--- src/rtl/hazard_tracker_pkg.sv ---
// Shared definitions for the hazard tracker: the opcode and function
// encodings of the 16-bit CPU, forwarding encodings, the link register
// number and the record formats passed between decode and tracking logic.
package hazard_tracker_pkg;

  localparam int WORD_SIZE = 16;

  // Major opcodes, instruction bits [15:12]
  localparam logic [3:0] OP_BNE = 4'd0;
  localparam logic [3:0] OP_BEQ = 4'd1;
  localparam logic [3:0] OP_BGZ = 4'd2;
  localparam logic [3:0] OP_BLZ = 4'd3;
  localparam logic [3:0] OP_ADI = 4'd4;
  localparam logic [3:0] OP_ORI = 4'd5;
  localparam logic [3:0] OP_LHI = 4'd6;
  localparam logic [3:0] OP_LWD = 4'd7;
  localparam logic [3:0] OP_SWD = 4'd8;
  localparam logic [3:0] OP_JMP = 4'd9;
  localparam logic [3:0] OP_JAL = 4'd10;
  localparam logic [3:0] OP_RRR = 4'd15;

  // RRR function codes, instruction bits [5:0]
  localparam logic [5:0] FUNC_ADD = 6'd0;
  localparam logic [5:0] FUNC_SUB = 6'd1;
  localparam logic [5:0] FUNC_AND = 6'd2;
  localparam logic [5:0] FUNC_ORR = 6'd3;
  localparam logic [5:0] FUNC_JPR = 6'd25;
  localparam logic [5:0] FUNC_JRL = 6'd26;
  localparam logic [5:0] FUNC_WWD = 6'd28;
  localparam logic [5:0] FUNC_HLT = 6'd29;

  // Forward select value meaning "read the register file"
  localparam int FWD_RF = 0;

  // Register written by JAL and JRL with the return address
  localparam logic [1:0] LINK_REG = 2'd2;

  // One in-flight destination write per tracked stage
  typedef struct packed {
    logic       valid;
    logic [1:0] dest;
    logic       is_load;
  } entry_t;

  // Decoded view of the instruction in ID
  typedef struct packed {
    logic       writes;
    logic [1:0] dest;
    logic       is_load;
    logic       use_rs;
    logic       use_rt;
    logic [1:0] rs;
    logic [1:0] rt;
  } decode_t;

  // True when a tracked entry will write the given register
  function automatic logic reg_match(input entry_t e, input logic [1:0] r);
    return e.valid && (e.dest == r);
  endfunction

endpackage

--- src/rtl/hazard_decode.sv ---
// Combinational decode of the ID instruction into the destination it will
// write (if any) and the source registers it actually reads.
module hazard_decode
  import hazard_tracker_pkg::*;
(
  input  logic [WORD_SIZE-1:0] id_instr,
  output decode_t              dec
);

  logic [3:0] op_s;
  logic [5:0] func_s;

  assign op_s   = id_instr[15:12];
  assign func_s = id_instr[5:0];

  // Classify the instruction: destination, load flag and used sources
  always_comb begin
    dec        = '0;
    dec.rs     = id_instr[11:10];
    dec.rt     = id_instr[9:8];
    case (op_s)
      OP_RRR: begin
        dec.use_rs = (func_s != FUNC_HLT);
        case (func_s)
          FUNC_ADD, FUNC_SUB, FUNC_AND, FUNC_ORR: dec.use_rt = 1'b1;
          default:                                dec.use_rt = 1'b0;
        endcase
        case (func_s)
          FUNC_WWD, FUNC_JPR, FUNC_HLT: begin
            dec.writes = 1'b0;
            dec.dest   = 2'd0;
          end
          FUNC_JRL: begin
            dec.writes = 1'b1;
            dec.dest   = LINK_REG;
          end
          default: begin
            dec.writes = 1'b1;
            dec.dest   = id_instr[7:6];
          end
        endcase
      end
      OP_ADI, OP_ORI: begin
        dec.writes = 1'b1;
        dec.dest   = id_instr[9:8];
        dec.use_rs = 1'b1;
      end
      OP_LHI: begin
        dec.writes = 1'b1;
        dec.dest   = id_instr[9:8];
      end
      OP_LWD: begin
        dec.writes  = 1'b1;
        dec.dest    = id_instr[9:8];
        dec.is_load = 1'b1;
        dec.use_rs  = 1'b1;
      end
      OP_SWD, OP_BNE, OP_BEQ: begin
        dec.use_rs = 1'b1;
        dec.use_rt = 1'b1;
      end
      OP_BGZ, OP_BLZ: begin
        dec.use_rs = 1'b1;
      end
      OP_JAL: begin
        dec.writes = 1'b1;
        dec.dest   = LINK_REG;
      end
      OP_JMP: begin
        dec.writes = 1'b0;
      end
      default: begin
        dec.writes = 1'b0;
      end
    endcase
  end

endmodule

--- src/rtl/hazard_tracker.sv ---
// Hazard and forwarding controller. Tracks destination writes of the
// instructions in EX..WB, selects forwarding sources for the ID operands,
// stalls on load-use (or on any dependency when forwarding is disabled)
// and counts stalled cycles with saturation.
module hazard_tracker
  import hazard_tracker_pkg::*;
#(
  parameter int DEPTH  = 3,
  parameter int FWD_EN = 1,
  parameter int CNT_W  = 16
) (
  input  logic                         clk,
  input  logic                         reset_n,
  input  logic [WORD_SIZE-1:0]         id_instr,
  input  logic                         id_valid,
  input  logic                         flush,
  output logic                         id_ready,
  output logic                         stall,
  output logic [$clog2(DEPTH+1)-1:0]   fwd_a,
  output logic [$clog2(DEPTH+1)-1:0]   fwd_b,
  output logic [CNT_W-1:0]             stall_count
);

  localparam int FW = $clog2(DEPTH + 1);

  decode_t               dec_s;
  entry_t [DEPTH-1:0]    entry_r;
  entry_t                new_entry_s;
  logic   [DEPTH-1:0]    match_rs_s;
  logic   [DEPTH-1:0]    match_rt_s;
  logic   [FW-1:0]       fwd_rs_s;
  logic   [FW-1:0]       fwd_rt_s;
  logic                  hazard_s;
  logic                  stall_s;
  logic   [CNT_W-1:0]    stall_count_r;

  hazard_decode u_decode (
    .id_instr (id_instr),
    .dec      (dec_s)
  );

  // Per-stage dependency of each used ID source on a tracked write
  always_comb begin
    match_rs_s = '0;
    match_rt_s = '0;
    for (int i = 0; i < DEPTH; i++) begin
      match_rs_s[i] = dec_s.use_rs && reg_match(entry_r[i], dec_s.rs);
      match_rt_s[i] = dec_s.use_rt && reg_match(entry_r[i], dec_s.rt);
    end
  end

  // Priority encode: scan oldest to youngest so the youngest match wins
  always_comb begin
    fwd_rs_s = FW'(FWD_RF);
    fwd_rt_s = FW'(FWD_RF);
    for (int i = DEPTH - 1; i >= 0; i--) begin
      fwd_rs_s = match_rs_s[i] ? FW'(i + 1) : fwd_rs_s;
      fwd_rt_s = match_rt_s[i] ? FW'(i + 1) : fwd_rt_s;
    end
  end

  // Stall decision: load in EX with forwarding, any dependency without it
  always_comb begin
    if (FWD_EN != 0) begin
      hazard_s = (match_rs_s[0] || match_rt_s[0]) && entry_r[0].is_load;
    end else begin
      hazard_s = (|match_rs_s) || (|match_rt_s);
    end
    if (id_valid && !flush) begin
      stall_s = hazard_s;
    end else begin
      stall_s = 1'b0;
    end
  end

  // Forward selects are suppressed while stalled or with forwarding off
  always_comb begin
    if ((FWD_EN != 0) && !stall_s) begin
      fwd_a = fwd_rs_s;
      fwd_b = fwd_rt_s;
    end else begin
      fwd_a = FW'(FWD_RF);
      fwd_b = FW'(FWD_RF);
    end
  end

  // Entry entering EX: the decoded instruction, or a bubble
  always_comb begin
    if (id_valid && !stall_s && !flush) begin
      new_entry_s.valid   = dec_s.writes;
      new_entry_s.dest    = dec_s.dest;
      new_entry_s.is_load = dec_s.is_load;
    end else begin
      new_entry_s = '0;
    end
  end

  // Advance the in-flight write tracking one stage per cycle
  always_ff @(posedge clk or negedge reset_n) begin
    if (!reset_n) begin
      entry_r <= '0;
    end else begin
      entry_r <= {entry_r[DEPTH-2:0], new_entry_s};
    end
  end

  // Saturating count of stalled cycles
  always_ff @(posedge clk or negedge reset_n) begin
    if (!reset_n) begin
      stall_count_r <= '0;
    end else if (stall_s && (stall_count_r != {CNT_W{1'b1}})) begin
      stall_count_r <= stall_count_r + CNT_W'(1);
    end else begin
      stall_count_r <= stall_count_r;
    end
  end

  assign stall       = stall_s;
  assign id_ready    = !stall_s;
  assign stall_count = stall_count_r;

endmodule

--- config.mk ---
export PLATFORM = sky130hd
export DESIGN_NAME = hazard_tracker
export DESIGN_NICKNAME = d
export VERILOG_FILES = /design/src/rtl/hazard_tracker_pkg.sv /design/src/rtl/hazard_decode.sv /design/src/rtl/hazard_tracker.sv
export SDC_FILE = /design/constraint.sdc
export NUM_CORES = 1
export LEC_CHECK = 0
export CAP_MARGIN = 20
export CELL_PAD_IN_SITES_DETAIL_PLACEMENT = 1
export CELL_PAD_IN_SITES_GLOBAL_PLACEMENT = 2
export CORE_ASPECT_RATIO = 1.2
export CORE_UTILIZATION = 32
export DETAILED_ROUTE_END_ITERATION = 10
export MAX_ROUTING_LAYER = met4
export PLACE_DENSITY = 0.95
export SETUP_SLACK_MARGIN = 0.02
export SLEW_MARGIN = 30
export SYNTH_ARGS = -nofsm -noshare
export SYNTH_HDL_FRONTEND = slang
export SYNTH_SLANG_ARGS = --single-unit
--- constraint.sdc ---
create_clock -name clk -period 7.8 [get_ports clk]
set_input_delay 1.95 -clock clk [delete_from_list [all_inputs] [get_ports clk]]
set_output_delay 1.95 -clock clk [all_outputs]
set_load 0.005 [all_outputs]
==> results.json, run 1 <==
{
  "clock_skew_ns": 0.00372,
  "period_share": 0.819,
  "max_freq_mhz": 157,
  "crit_fanout": 19,
  "clockBufferDepth": 2,
  "area.sequential_um2": 651,
  "critical_path_depth": 7,
  "routed-via-count": 1322,
  "required_ns": 5.85,
  "min_to": "entry_r[11]$_DFF_PN0_",
  "ant_nets": 0,
  "cts_tree": "done",
  "clock_latency_ns": 0.27,
  "async_flop_share": 1.00,
  "ys_top_cells_by_area": "dfrtp_1, xnor2_1, o211ai_2, and3_1, o2111ai_1",
  "die_width_um": 66.5,
  "crit_path_top_delay_cell": "o31a_1",
  "cts_made_buffers": 3,
  "grt_pass1_wl_um": 6570,
  "drive_gt1_frac": 0.0885,
  "hp-class": "reg2reg",
  "critPathKind": "in2out",
  "syn_avg_cell_area_um2": 10.6,
  "status": "completed",
  "gp_congestion": 0.735,
  "final.setup.tns_ns": 0,
  "drt_pass1_iterations": 4,
  "multi_input_area_um2": 882,
  "worst_pin_slew_ns": 0.825,
  "area_delta_synth_final_pct": 31.0,
  "path_buf_inv": 2,
  "crit_top_cell": "clkdlybuf4s50_1",
  "pre_cts_slack_ns": 1.40,
  "totalWireLength_um": 3920,
  "overflow": 0,
  "slew_headroom": 0.450,
  "fillers": 539,
  "hold_depth": 0,
  "rr_worst_depth": 6,
  "num_rows": 27,
  "ys_ff_latch": 26,
  "p_leak_nw": 0.908,
  "cp_cell_sequence": "clkdlybuf4s50_1 > xnor2_1 > and3_1 > o31a_1 > a31oi_1 > o211a_1 > clkdlybuf4s50_1",
  "viasPerCell": 5.29,
  "crit_path_start": "id_instr[11]",
  "cts_root_buf": "clkbuf_8",
  "ys.flop_type": "dfrtp_1",
  "drt_iter0_drc": 34,
  "hold_violations": 0,
  "setup_violations": 0,
  "initial_core_util": 0.340,
  "syn-num-nets": 172,
  "ff2ff_setup_slack_ns": 5.57,
  "die_y_um": 79.4,
  "synth_edf_count": 0,
  "synth_area_mm2": 0.00160,
  "io_pins": 42,
  "clock_sinks": 26,
  "reg2reg_from": "entry_r[2]$_DFF_PN0_",
  "start_kind": "input pin",
  "power_density_mw_per_mm2": 122,
  "ctsResizeCount": 0,
  "post_cts_buffers": 0,
  "seq_area_frac_synth": 0.407,
  "cp-end-kind": "primary output",
  "yosysMostFrequentCell": "xnor2_1",
  "grt_pass1_vias": 1333,
  "cap_violations": 0,
  "synth_top_area_cell": "dfrtp_1",
  "min_period_ns": 6.39,
  "fin_ws_ns": 1.41,
  "yosys_warnings": 0,
  "antenna_cells": 0,
  "critPathTopFamily": "compound AO/OA/AOI/OAI gates",
  "slew_viol_final": 0,
  "path_clk_slew_ns": 0.09,
  "die_area_mm2": 0.00528,
  "syn_inst": 151,
  "netlist_top_cells_count": "xnor2_1, dfrtp_1, and3_1",
  "wire_per_inst_um": 15.7,
  "worstPathArrival_ns": 4.44,
  "slowest_delay_ns": 0.70,
  "htreeDepth": 1,
  "yosysTopAreaCellShare": 0.407,
  "post-dp-hpwl_um": 3060,
  "antenna_found_initial": 0,
  "rsz0062_at_grt": "false",
  "fp.coreArea_mm2": 0.00470,
  "hp-start": "entry_r[7]$_DFF_PN0_",
  "io_buffer_count": 41,
  "hold_buffers": 0,
  "synth_cell_type_count": 40,
  "drcViolationCount": 0,
  "r2r-end": "stall_count[1]$_DFFE_PN0P_",
  "grt_max_degree": 27,
  "ir_drop_v": 0.0000751,
  "grt_usage": 0.168,
  "fin_nets": 214
}
-- worst max path at each step --
stage / to / slack (ns)
final: fwd_b[0] / 1.41
after global routing: fwd_b[0] / 1.22
after CTS: fwd_b[0] / 1.39
after detailed placement: fwd_b[0] / 1.40
after global placement: fwd_a[0] / 1.45
after floorplan: fwd_b[0] / 2.63
-- per-layer routing --
metal,wire (um),track usage,vias up
met5,0,-,-
met4,36,0.0383,0
met3,100,0.0214,4
met2,2070,0.291,24
met1,1710,0.207,649
li1,-,-,645
-- kinds of logic after synthesis --
| logic type | Yosys count | share of synthesized area |
|---|---|---|
| mux | 1 | 0.00705 |
| flops | 26 | 0.407 |
| simple gates | 53 | 0.190 |
| compound gates | 35 | 0.200 |
| buf+inv | 8 | 0.0407 |
| xor+xnor | 27 | 0.148 |
| fa+ha+maj | 1 | 0.00783 |
-- registers in the layout (all words and copies together), names as in the netlist --
signal	count
entry_r	10
stall_count	16
-- worst reg2reg max path: stages, from the launching register on --
cell     delay [ns]
dfrtp_1        0.43
xnor2_1        0.25
nand3_1        0.17
nor2b_1        0.55
buf_4          0.31
o21ai_2        0.11
mux2_2         0.30
-- layout make-up --
cell class / count / area share
inverter: 2 / 0.00359
multi-input combinational: 117 / 0.421
timing repair buffer: 43 / 0.203
tap: 58 / 0.0347
sequential: 26 / 0.311
clock buffer: 4 / 0.0263
-- through the flow --
step                 util  area (um2)  hold slack [ns]  total power [mW]  cells
global placement    0.434        2040            0.403             0.172    246
CTS                 0.446        2090            0.420             0.261    250
floorplan               -        1600            0.366             0.153    151
global route        0.446        2090            0.449             0.268    250
detailed placement  0.434        2040            0.397             0.173    246
finish              0.446        2090            0.416             0.256    250
-- placed cells by master (no fill, tap or decap), types with 2 or more instances in the layout --
master | netlist | routed
o21a_1 | 3 | 3
o2111ai_1 | 6 | 6
nor2b_1 | 3 | 3
and3_1 | 13 | 13
nand2b_1 | 2 | 2
o21ai_0 | 2 | 2
o211a_1 | 2 | 2
clkdlybuf4s50_1 | 0 | 41
buf_4 | 2 | 2
and4_1 | 4 | 4
a21oi_1 | 2 | 2
o211ai_2 | 7 | 7
dfrtp_1 | 26 | 26
a41oi_1 | 2 | 2
nand2_1 | 6 | 6
nor2_1 | 5 | 5
clkbuf_8 | 0 | 4
inv_1 | 2 | 2
nor3_1 | 7 | 7
nand3_1 | 8 | 8
xnor2_1 | 27 | 27
-- where the power goes --
group / total (mW) / internal, mW / leakage [nW] / switching (mW)
sequential: 0.138 / 0.136 / 0.361 / 0.00160
combinational: 0.0317 / 0.0163 / 0.518 / 0.0154
clock: 0.0868 / 0.0451 / 0.0288 / 0.0417
total: 0.256 / 0.198 / 0.908 / 0.0587
Note: power is estimated with default switching activity, not from simulation.
==> inputs of run 2 (changes only) <==
- CORE_UTILIZATION: 32 -> 30
- PLACE_DENSITY: 0.95 -> 0.9
- clock period: 7.8 -> 6.2 ns (I/O delays scaled with it)
==> results.json, run 2 (synthesis results as in run 1) <==
{
  "hold_buffers": 0,
  "viasPerCell": 5.28,
  "cap_violations": 0,
  "pre_cts_slack_ns": 0.631,
  "final_cell_mix": "clkdlybuf4s50_1, xnor2_1, dfrtp_1",
  "gp_congestion": 0.854,
  "ctsResizeCount": 0,
  "antenna_cells": 0,
  "area_delta_synth_final_pct": 32.7,
  "routed-via-count": 1337,
  "fin_util": 0.420,
  "hold_slack_ns": 0.410,
  "post_cts_buffers": 0,
  "power_density_mw_per_mm2": 168,
  "period_share": 0.902,
  "totalWireLength_um": 4020,
  "switchingPower_uw": 77.2,
  "final.setup.tns_ns": 0,
  "hp-class": "reg2reg",
  "hp-start": "entry_r[7]$_DFF_PN0_",
  "clock_sinks": 26,
  "start_kind": "input pin",
  "fin_ws_ns": 0.608,
  "fin_nets": 215,
  "final_common_cell": "clkdlybuf4s50_1",
  "rsz0062_at_grt": "false",
  "ir_drop_v": 0.0000667,
  "design_area_mm2": 0.00212,
  "max_freq_mhz": 179,
  "final_cells": 253,
  "critPathKind": "in2out",
  "grt_max_degree": 27,
  "seqPwrFrac": 0.487,
  "io_pins": 42,
  "drive_gt1_frac": 0.0933,
  "hold_violations": 0,
  "slew_viol_final": 0,
  "drt_iter0_drc": 44,
  "grt_pass1_wl_um": 6720,
  "power.internal_uw": 278,
  "die_y_um": 81.9,
  "worst_pin_slew_ns": 0.836,
  "largest_reg_flops": 16,
  "slew_headroom": 0.442,
  "path_clk_slew_ns": 0.09,
  "clock_latency_ns": 0.27,
  "crit_path_start": "id_instr[10]",
  "status": "completed",
  "clockBufferDepth": 2,
  "power_uw": 356,
  "crit_fanout": 19,
  "htreeDepth": 1,
  "clock_skew_ns": 0.00241,
  "p_clk_frac": 0.400,
  "fp.coreArea_mm2": 0.00504,
  "num_rows": 28,
  "drcViolationCount": 0,
  "ant_nets": 0,
  "cp-end-kind": "primary output",
  "initial_core_util": 0.317,
  "cts_made_buffers": 3,
  "required_ns": 4.65,
  "drt_pass1_iterations": 4,
  "cts_root_buf": "clkbuf_8",
  "io_buffer_count": 41,
  "switching_share": 0.217,
  "cts_tree": "done",
  "overflow": 0,
  "wire_per_inst_um": 15.9,
  "setup_violations": 0,
  "dp_cells": 249,
  "grt_usage": 0.166,
  "grt_pass1_vias": 1384,
  "combPwrFrac": 0.113,
  "post-dp-hpwl_um": 3050,
  "worstPathArrival_ns": 4.04,
  "die_area_mm2": 0.00562,
  "p_leak_nw": 0.920,
  "reg2reg_from": "stall_count[0]$_DFFE_PN0P_",
  "place_area_mm2": 0.00205,
  "min_period_ns": 5.59,
  "die_width_um": 68.6,
  "antenna_found_initial": 0
}
-- run 2: layout make-up --
cell class,instances,area [um2]
fill,583,2930
multi-input combinational,117,882
sequential,26,651
timing repair buffer,44,433
tap,60,75.1
clock buffer,3,41.3
clock inverter,1,30.0
inverter,2,7.51
-- run 2: path summary, 6_finish.rpt --
| check | to | slack [ns] | cells after the start |
|---|---|---|---|
| max in group asynchronous | stall_count[1]$_DFFE_PN0P_ | 4.32 | 2 |
| max reg2reg | stall_count[1]$_DFFE_PN0P_ | 3.99 | 6 |
| min in group asynchronous | stall_count[9]$_DFFE_PN0P_ | 1.63 | 2 |
| min | entry_r[11]$_DFF_PN0_ | 0.41 | 0 |
| min reg2reg | entry_r[11]$_DFF_PN0_ | 0.41 | 0 |
| max | fwd_b[0] | 0.61 | 7 |
-- run 2: metal layers --
| layer | up-vias | track usage | wire length [um] |
|---|---|---|---|
| li1 | 651 | - | - |
| met1 | 658 | 0.210 | 1900 |
| met2 | 23 | 0.268 | 1950 |
| met3 | 5 | 0.0250 | 120 |
| met4 | 0 | 0.0563 | 60 |
| met5 | - | - | 0 |
-- run 2: worst max-delay path, stage by stage --
cell and delay (ns):
clkdlybuf4s50_1 0.56, xnor2_1 0.16, and3_1 0.26, o31a_1 0.71
a31oi_1 0.08, o211a_1 0.27, clkdlybuf4s50_1 0.44
-- run 2: power by group through the flow --
stage,combinational (mW),clock [mW],sequential (mW)
global placement,0.0402,0,0.176
finish,0.0403,0.142,0.173
floorplan,0.0160,0,0.176
detailed placement,0.0406,0,0.177
CTS,0.0410,0.147,0.173
global route,0.0444,0.154,0.174
